===== src/rtl/miriscv_imm_pipe_if.sv =====
// Valid/ready bundle for the immediate extraction pipe.
// slave = pipe view, master = fetch/decode side view.
interface miriscv_imm_pipe_if #(
    parameter int XLEN  = 32,
    parameter int TAG_W = 32
);
    logic             in_valid_i;
    logic             in_ready_o;
    logic [31:0]      in_instr_i;
    logic [TAG_W-1:0] in_tag_i;
    logic             out_valid_o;
    logic             out_ready_i;
    logic [XLEN-1:0]  out_imm_o;
    logic [2:0]       out_kind_o;
    logic             out_illegal_o;
    logic [TAG_W-1:0] out_tag_o;

    modport slave (
        input  in_valid_i, in_instr_i, in_tag_i, out_ready_i,
        output in_ready_o, out_valid_o, out_imm_o, out_kind_o,
        output out_illegal_o, out_tag_o
    );

    modport master (
        output in_valid_i, in_instr_i, in_tag_i, out_ready_i,
        input  in_ready_o, out_valid_o, out_imm_o, out_kind_o,
        input  out_illegal_o, out_tag_o
    );
endinterface


===== src/rtl/miriscv_imm_pipe.sv =====
// Immediate extraction stage (1 or 2 register stages, valid/ready, flush).
// Define MIRISCV_IMM_RVC_EN to decode compressed quadrant 01 immediates.
module miriscv_imm_pipe #(
    parameter int XLEN   = 32,
    parameter int STAGES = 1,
    parameter int TAG_W  = 32
) (
    input  logic              clk_i,
    input  logic              rst_i,
    input  logic              flush_i,
    miriscv_imm_pipe_if.slave io
);
    localparam logic [2:0] K_NONE  = 3'd0;
    localparam logic [2:0] K_I     = 3'd1;
    localparam logic [2:0] K_S     = 3'd2;
    localparam logic [2:0] K_B     = 3'd3;
    localparam logic [2:0] K_U     = 3'd4;
    localparam logic [2:0] K_J     = 3'd5;
    localparam logic [2:0] K_ZIMM  = 3'd6;
    localparam logic [2:0] K_SHAMT = 3'd7;

    function automatic logic [XLEN-1:0] sx(input logic [31:0] v);
        logic [XLEN-1:0] r;
        r       = {XLEN{v[31]}};
        r[31:0] = v;
        return r;
    endfunction

    logic [31:0]     w_i;
    logic [4:0]      w_op;
    logic [2:0]      w_f3;
    logic            w_sh;
    logic [XLEN-1:0] w_imm;
    logic [2:0]      w_kind;
    logic            w_ill;

    assign w_i  = io.in_instr_i;
    assign w_op = w_i[6:2];
    assign w_f3 = w_i[14:12];
    assign w_sh = (w_f3 == 3'b001) || (w_f3 == 3'b101);

    always_comb begin
        w_imm  = '0;
        w_kind = K_NONE;
        w_ill  = 1'b0;
        if (w_i[1:0] == 2'b11) begin
            case (w_op)
                5'b00100: begin
                    if (w_sh) begin
                        w_kind = K_SHAMT;
                        if (XLEN == 64) begin
                            w_imm[5:0] = w_i[25:20];
                        end else begin
                            w_imm[4:0] = w_i[24:20];
                            w_ill      = w_i[25];
                        end
                    end else begin
                        w_kind = K_I;
                        w_imm  = sx({{20{w_i[31]}}, w_i[31:20]});
                    end
                end
                5'b00110: begin
                    if (XLEN == 64) begin
                        if (w_sh) begin
                            w_kind     = K_SHAMT;
                            w_imm[4:0] = w_i[24:20];
                            w_ill      = w_i[25];
                        end else begin
                            w_kind = K_I;
                            w_imm  = sx({{20{w_i[31]}}, w_i[31:20]});
                        end
                    end
                end
                5'b00000, 5'b11001: begin
                    w_kind = K_I;
                    w_imm  = sx({{20{w_i[31]}}, w_i[31:20]});
                end
                5'b01000: begin
                    w_kind = K_S;
                    w_imm  = sx({{20{w_i[31]}}, w_i[31:25], w_i[11:7]});
                end
                5'b11000: begin
                    w_kind = K_B;
                    w_imm  = sx({{19{w_i[31]}}, w_i[31], w_i[7],
                                 w_i[30:25], w_i[11:8], 1'b0});
                end
                5'b01101, 5'b00101: begin
                    w_kind = K_U;
                    w_imm  = sx({w_i[31:12], 12'b0});
                end
                5'b11011: begin
                    w_kind = K_J;
                    w_imm  = sx({{11{w_i[31]}}, w_i[31], w_i[19:12],
                                 w_i[20], w_i[30:21], 1'b0});
                end
                5'b11100: begin
                    if (w_f3 != 3'b000) begin
                        w_kind     = K_ZIMM;
                        w_imm[4:0] = w_i[19:15];
                    end
                end
                default: ;
            endcase
        end else begin
`ifdef MIRISCV_IMM_RVC_EN
            if (w_i[1:0] == 2'b01) begin
                case (w_i[15:13])
                    3'b000, 3'b010: begin
                        w_kind = K_I;
                        w_imm  = sx({{26{w_i[12]}}, w_i[12], w_i[6:2]});
                    end
                    3'b001, 3'b101: begin
                        if (XLEN == 64 && w_i[15:13] == 3'b001) begin
                            w_kind = K_I;
                            w_imm  = sx({{26{w_i[12]}}, w_i[12], w_i[6:2]});
                        end else begin
                            w_kind = K_J;
                            w_imm  = sx({{20{w_i[12]}}, w_i[12], w_i[8],
                                         w_i[10:9], w_i[6], w_i[7], w_i[2],
                                         w_i[11], w_i[5:3], 1'b0});
                        end
                    end
                    3'b110, 3'b111: begin
                        w_kind = K_B;
                        w_imm  = sx({{23{w_i[12]}}, w_i[12], w_i[6:5],
                                     w_i[2], w_i[11:10], w_i[4:3], 1'b0});
                    end
                    3'b011: begin
                        // rd==x2 is C.ADDI16SP, which carries no U immediate
                        if (w_i[11:7] != 5'd2) begin
                            w_kind = K_U;
                            w_imm  = sx({{14{w_i[12]}}, w_i[12], w_i[6:2],
                                         12'b0});
                            w_ill  = ({w_i[12], w_i[6:2]} == 6'd0);
                        end
                    end
                    default: ;
                endcase
            end
`else
            w_ill = 1'b1;
`endif
        end
    end

    logic             r_v1;
    logic [XLEN-1:0]  r_imm1;
    logic [2:0]       r_kind1;
    logic             r_ill1;
    logic [TAG_W-1:0] r_tag1;
    logic             w_rdy1;
    logic             w_rdy_nxt;

    assign w_rdy1        = !r_v1 || w_rdy_nxt;
    assign io.in_ready_o = w_rdy1;

    always_ff @(posedge clk_i or posedge rst_i) begin
        if (rst_i) begin
            r_v1    <= 1'b0;
            r_imm1  <= '0;
            r_kind1 <= '0;
            r_ill1  <= 1'b0;
            r_tag1  <= '0;
        end else begin
            if (flush_i)
                r_v1 <= 1'b0;
            else if (w_rdy1)
                r_v1 <= io.in_valid_i;
            if (!flush_i && w_rdy1 && io.in_valid_i) begin
                r_imm1  <= w_imm;
                r_kind1 <= w_kind;
                r_ill1  <= w_ill;
                r_tag1  <= io.in_tag_i;
            end
        end
    end

    generate
        if (STAGES == 2) begin : g_s2
            logic             r_v2;
            logic [XLEN-1:0]  r_imm2;
            logic [2:0]       r_kind2;
            logic             r_ill2;
            logic [TAG_W-1:0] r_tag2;

            assign w_rdy_nxt = !r_v2 || io.out_ready_i;

            always_ff @(posedge clk_i or posedge rst_i) begin
                if (rst_i) begin
                    r_v2    <= 1'b0;
                    r_imm2  <= '0;
                    r_kind2 <= '0;
                    r_ill2  <= 1'b0;
                    r_tag2  <= '0;
                end else begin
                    if (flush_i)
                        r_v2 <= 1'b0;
                    else if (w_rdy_nxt)
                        r_v2 <= r_v1;
                    if (!flush_i && w_rdy_nxt && r_v1) begin
                        r_imm2  <= r_imm1;
                        r_kind2 <= r_kind1;
                        r_ill2  <= r_ill1;
                        r_tag2  <= r_tag1;
                    end
                end
            end

            assign io.out_valid_o   = r_v2;
            assign io.out_imm_o     = r_imm2;
            assign io.out_kind_o    = r_kind2;
            assign io.out_illegal_o = r_ill2;
            assign io.out_tag_o     = r_tag2;
        end else begin : g_s1
            assign w_rdy_nxt        = io.out_ready_i;
            assign io.out_valid_o   = r_v1;
            assign io.out_imm_o     = r_imm1;
            assign io.out_kind_o    = r_kind1;
            assign io.out_illegal_o = r_ill1;
            assign io.out_tag_o     = r_tag1;
        end
    endgenerate
endmodule


===== src/flat_wrapper.sv =====
// flat-port wrapper written by rule: the top's interface ports become plain ports
module miriscv_imm_pipe_flat 
#(
    parameter int XLEN   = 32,
    parameter int STAGES = 1,
    parameter int TAG_W  = 32
)
  (clk_i, rst_i, flush_i, io_in_valid_i, io_in_instr_i, io_in_tag_i, io_out_ready_i, io_in_ready_o, io_out_valid_o, io_out_imm_o, io_out_kind_o, io_out_illegal_o, io_out_tag_o);
  miriscv_imm_pipe_if #(.XLEN(XLEN), .TAG_W(TAG_W)) io_i ();
  input  logic clk_i;
  input  logic rst_i;
  input  logic flush_i;
  input wire logic [$bits(io_i.in_valid_i)-1:0] io_in_valid_i;
  input wire logic [$bits(io_i.in_instr_i)-1:0] io_in_instr_i;
  input wire logic [$bits(io_i.in_tag_i)-1:0] io_in_tag_i;
  input wire logic [$bits(io_i.out_ready_i)-1:0] io_out_ready_i;
  output wire logic [$bits(io_i.in_ready_o)-1:0] io_in_ready_o;
  output wire logic [$bits(io_i.out_valid_o)-1:0] io_out_valid_o;
  output wire logic [$bits(io_i.out_imm_o)-1:0] io_out_imm_o;
  output wire logic [$bits(io_i.out_kind_o)-1:0] io_out_kind_o;
  output wire logic [$bits(io_i.out_illegal_o)-1:0] io_out_illegal_o;
  output wire logic [$bits(io_i.out_tag_o)-1:0] io_out_tag_o;
  assign io_i.in_valid_i = io_in_valid_i;
  assign io_i.in_instr_i = io_in_instr_i;
  assign io_i.in_tag_i = io_in_tag_i;
  assign io_i.out_ready_i = io_out_ready_i;
  assign io_in_ready_o = io_i.in_ready_o;
  assign io_out_valid_o = io_i.out_valid_o;
  assign io_out_imm_o = io_i.out_imm_o;
  assign io_out_kind_o = io_i.out_kind_o;
  assign io_out_illegal_o = io_i.out_illegal_o;
  assign io_out_tag_o = io_i.out_tag_o;
  miriscv_imm_pipe #(.XLEN(XLEN), .STAGES(STAGES), .TAG_W(TAG_W)) u_core (.clk_i(clk_i), .rst_i(rst_i), .flush_i(flush_i), .io(io_i));
endmodule

===== config.mk =====
export PLATFORM = sky130hd
export DESIGN_NAME = miriscv_imm_pipe_flat
export DESIGN_NICKNAME = d
export VERILOG_FILES = /design/src/rtl/miriscv_imm_pipe_if.sv /design/src/rtl/miriscv_imm_pipe.sv /design/src/flat_wrapper.sv
export SDC_FILE = /design/constraint.sdc
export NUM_CORES = 1
export LEC_CHECK = 0
export CAP_MARGIN = 10
export CORE_ASPECT_RATIO = 1.75
export CORE_UTILIZATION = 40
export CTS_BUF_LIST = sky130_fd_sc_hd__clkbuf_16
export CTS_CLUSTER_DIAMETER = 120
export DETAILED_ROUTE_END_ITERATION = 8
export GPL_TIMING_DRIVEN = 0
export PLACE_DENSITY_LB_ADDON = 0.08
export SETUP_SLACK_MARGIN = 0.2
export SLEW_MARGIN = 20
export SYNTH_ARGS = -nofsm -noshare
export SYNTH_HDL_FRONTEND = slang
export SYNTH_SLANG_ARGS = --single-unit
export TNS_END_PERCENT = 30

===== constraint.sdc =====
create_clock -name clk_i -period 3.9 [get_ports clk_i]
set_input_delay 1.17 -clock clk_i [delete_from_list [all_inputs] [get_ports clk_i]]
set_output_delay 1.17 -clock clk_i [all_outputs]
set_load 0.05 [all_outputs]

==> impl_metrics.py <==
metrics = {
    "placement": {
        "hpwl_um": 6340,
        "dp.cells": 468,
        "gp_congestion": 0.869,
        "pre_cts_ws_ns": 0.0909,
        "numPortBuffers": 137,
    },
    "worst_setup_path": {
        "critPathLaunchType": "input port",
        "cp-startpoint": "io_out_ready_i",
        "end_kind": "output pin",
        "arrival_ns": 2.35,
        "cp_max_fo": 5,
        "reg2reg_slack_ns": 2.14,
        "crit_required_ns": 2.73,
        "r2r-start": "u_core.io.out_valid_o",
        "crit_type": "input port to output pin",
    },
    "logic_synthesis": {
        "async_flop_share_pct": 100,
        "synthesis.area_sq_um": 3080,
        "yosysTopAreaCellShare_pct": 56.1,
        "synth_common_cells": "dfrtp_1, mux2_2, a221o_1",
        "syn-num-nets": 311,
        "syn_area_per_cell_sq_um": 12.7,
        "synth-seq-area-share_pct": 56.1,
        "synth_edf_count": 0,
        "synth_top_area_cell": "dfrtp_1",
        "synth_ff_type": "dfrtp_1",
        "synth.distinct_cells": 42,
        "synth.area.top_cells": "dfrtp_1, mux2_2, a221o_1",
        "yosysWarnings": 0,
        "synth_most_common_cell": "dfrtp_1",
        "synth_seq_cells": 69,
        "syn_inst": 242,
    },
    "route": {
        "dr_wl_met2_um": 4450,
        "drc_errors": 0,
        "wl_per_cell_um": 17.1,
        "drt-met1-wl_um": 3130,
        "top_layer": "met4",
        "first_iter_violations": 111,
        "vias": 2605,
        "wl_met3_um": 459,
        "ant_nets": 0,
        "drt_pass1_iterations": 4,
        "via_per_inst": 5.38,
        "drt-total-wl_um": 8280,
    },
    "sta": {
        "hold_viol_final": 0,
        "finalSetupViolations": 0,
        "grt_setup_unrepaired": "false",
        "fmaxAchievable_mhz": 284,
        "drv_slew": 0,
        "fin_ws_ns": 0.378,
        "period_share_pct": 90.3,
        "period_needed_ns": 3.52,
        "timing.setup.tns_ns": 0,
        "relSlewSlack_pct": 35.5,
        "worst_pin_slew_ns": 0.953,
        "clock_skew_ns": 0.00387,
        "timing.hold.ws_ns": 0.496,
    },
    "worst_hold_path": {
        "hold_path_startpoint": "u_core.io.out_imm_o[5]",
        "hold_path.class": "flip-flop to flip-flop",
    },
    "cts": {
        "cts_setup_buffers": 0,
        "postCtsResizedCells": 1,
        "cts_buffers": 9,
        "path_clk_slew_ns": 0.06,
        "clock_latency_ns": 0.33,
        "root_buffer": "clkbuf_16",
        "clk_path_buf_depth": 2,
        "cts_max_level": 3,
        "cts_tree": "yes",
        "hold_buffers": 0,
        "clock-sinks": 69,
    },
    "cells_and_area": {
        "multi_input_area_sq_um": 1220,
        "syn2layout_area_growth_pct": 59.8,
        "nets": 460,
        "fin_cells": 484,
        "insertedDiodeCount": 0,
        "fillers": 622,
        "register_area_sq_um": 1730,
        "drive_gt1_share_pct": 17.9,
        "final_util_pct": 65.4,
    },
    "pwr": {
        "p_leak_nw": 2.09,
        "p_per_area_nw_per_um2": 474,
        "max-vdd-ir-drop_mv": 0.261,
    },
    "die": {
        "fp.dieH_um": 118,
        "fp-row-count": 42,
        "start_util_pct": 40.9,
        "die-area_sq_um": 8060,
        "boundaryPins": 139,
        "core-area_sq_um": 7510,
        "fp.dieW_um": 68.3,
    },
    "global_route": {
        "grt.overflow.total": 0,
        "grt_pass1_vias": 2640,
        "grt_pass1_wl_um": 12800,
        "grt_max_degree": 54,
        "grt_use_total_pct": 22.0,
        "antenna_found_initial": 0,
    },
    "flow_run": {
        "max-cap-violations": 0,
    },
    "outcome": {
        "outcome": "finished, final reports clean",
    },
}
==> worst paths after layout <==
check / depth (start not counted) / to
max: 4 / io_in_ready_o
min: 1 / u_core.io.out_imm_o[5]
max reg2reg: 5 / u_core.io.out_imm_o[24]
min reg2reg: 1 / u_core.io.out_imm_o[5]
max in group asynchronous: 3 / u_core.io.out_imm_o[15]
min in group asynchronous: 2 / u_core.io.out_imm_o[12]
==> worst max-delay path, cell delays in order <==
cell	delay, ns
clkdlybuf4s50_1	0.50
nor2b_4	0.06
inv_1	0.07
dlygate4sd2_1	0.54
==> where the power goes <==
group	switching [mW]	leakage [nW]	internal, mW	total [mW]
registers	0.0316	0.885	0.785	0.816
logic	0.366	1.04	0.246	0.612
clock network	0.286	0.163	0.615	0.901
total	0.684	2.09	1.65	2.33
==> layout make-up <==
class,instances,share of cell area [%]
sequential,69,35.1
clock buffer,9,4.58
inverter,12,0.967
tap,88,2.24
buffer,15,1.73
timing repair buffer,138,28.4
clock inverter,7,2.14
multi-input combinational,146,24.8
==> stage by stage <==
| step | total power, mW | instance area [sq um] |
|---|---|---|
| global placement | 1.43 | 4560 |
| global route | 2.42 | 4920 |
| floorplan | 1.19 | 3080 |
| detailed placement | 1.45 | 4590 |
| finish | 2.33 | 4920 |
| CTS | 2.35 | 4920 |
==> layer usage <==
metal	vias to the layer above	GRT usage, %
met3	20	5.62
met5	-	0
li1	1221	-
met4	0	10.4
met1	1270	23.9
met2	94	37.7
==> kinds of logic (layout without fill, tap and decap cells) <==
| family | Yosys count | after routing | synth area share (%) |
|---|---|---|---|
| muxes | 32 | 32 | 11.7 |
| and+or+nand+nor | 50 | 50 | 10.2 |
| AOI/OAI and AO/OA | 64 | 64 | 17.8 |
| DFF | 69 | 69 | 56.1 |
| buffers and inverters | 27 | 181 | 4.23 |
==> sequential cells by signal (all words and copies together) (netlist names) <==
name,flops
u_core.io.out_kind_o,3
u_core.io.out_tag_o,32
u_core.io.out_illegal_o,1
u_core.io.out_imm_o,32
u_core.io.out_valid_o,1
==> cells in the final DEF, fill, tap and decap left out, drive strengths merged, types with 6 or more instances in the layout <==
master	Yosys	final
dfrtp	69	69
clkdlybuf4s50	0	136
a32o	6	6
mux2	32	32
nand3	6	6
a221o	19	19
inv	11	12
nor2	7	7
a21oi	8	8
nand2	12	12
buf	14	15
o21ai	6	6
clkbuf	1	10
a22o	8	8
o211ai	7	7
No activity file was read; power rests on OpenSTA's default activity.
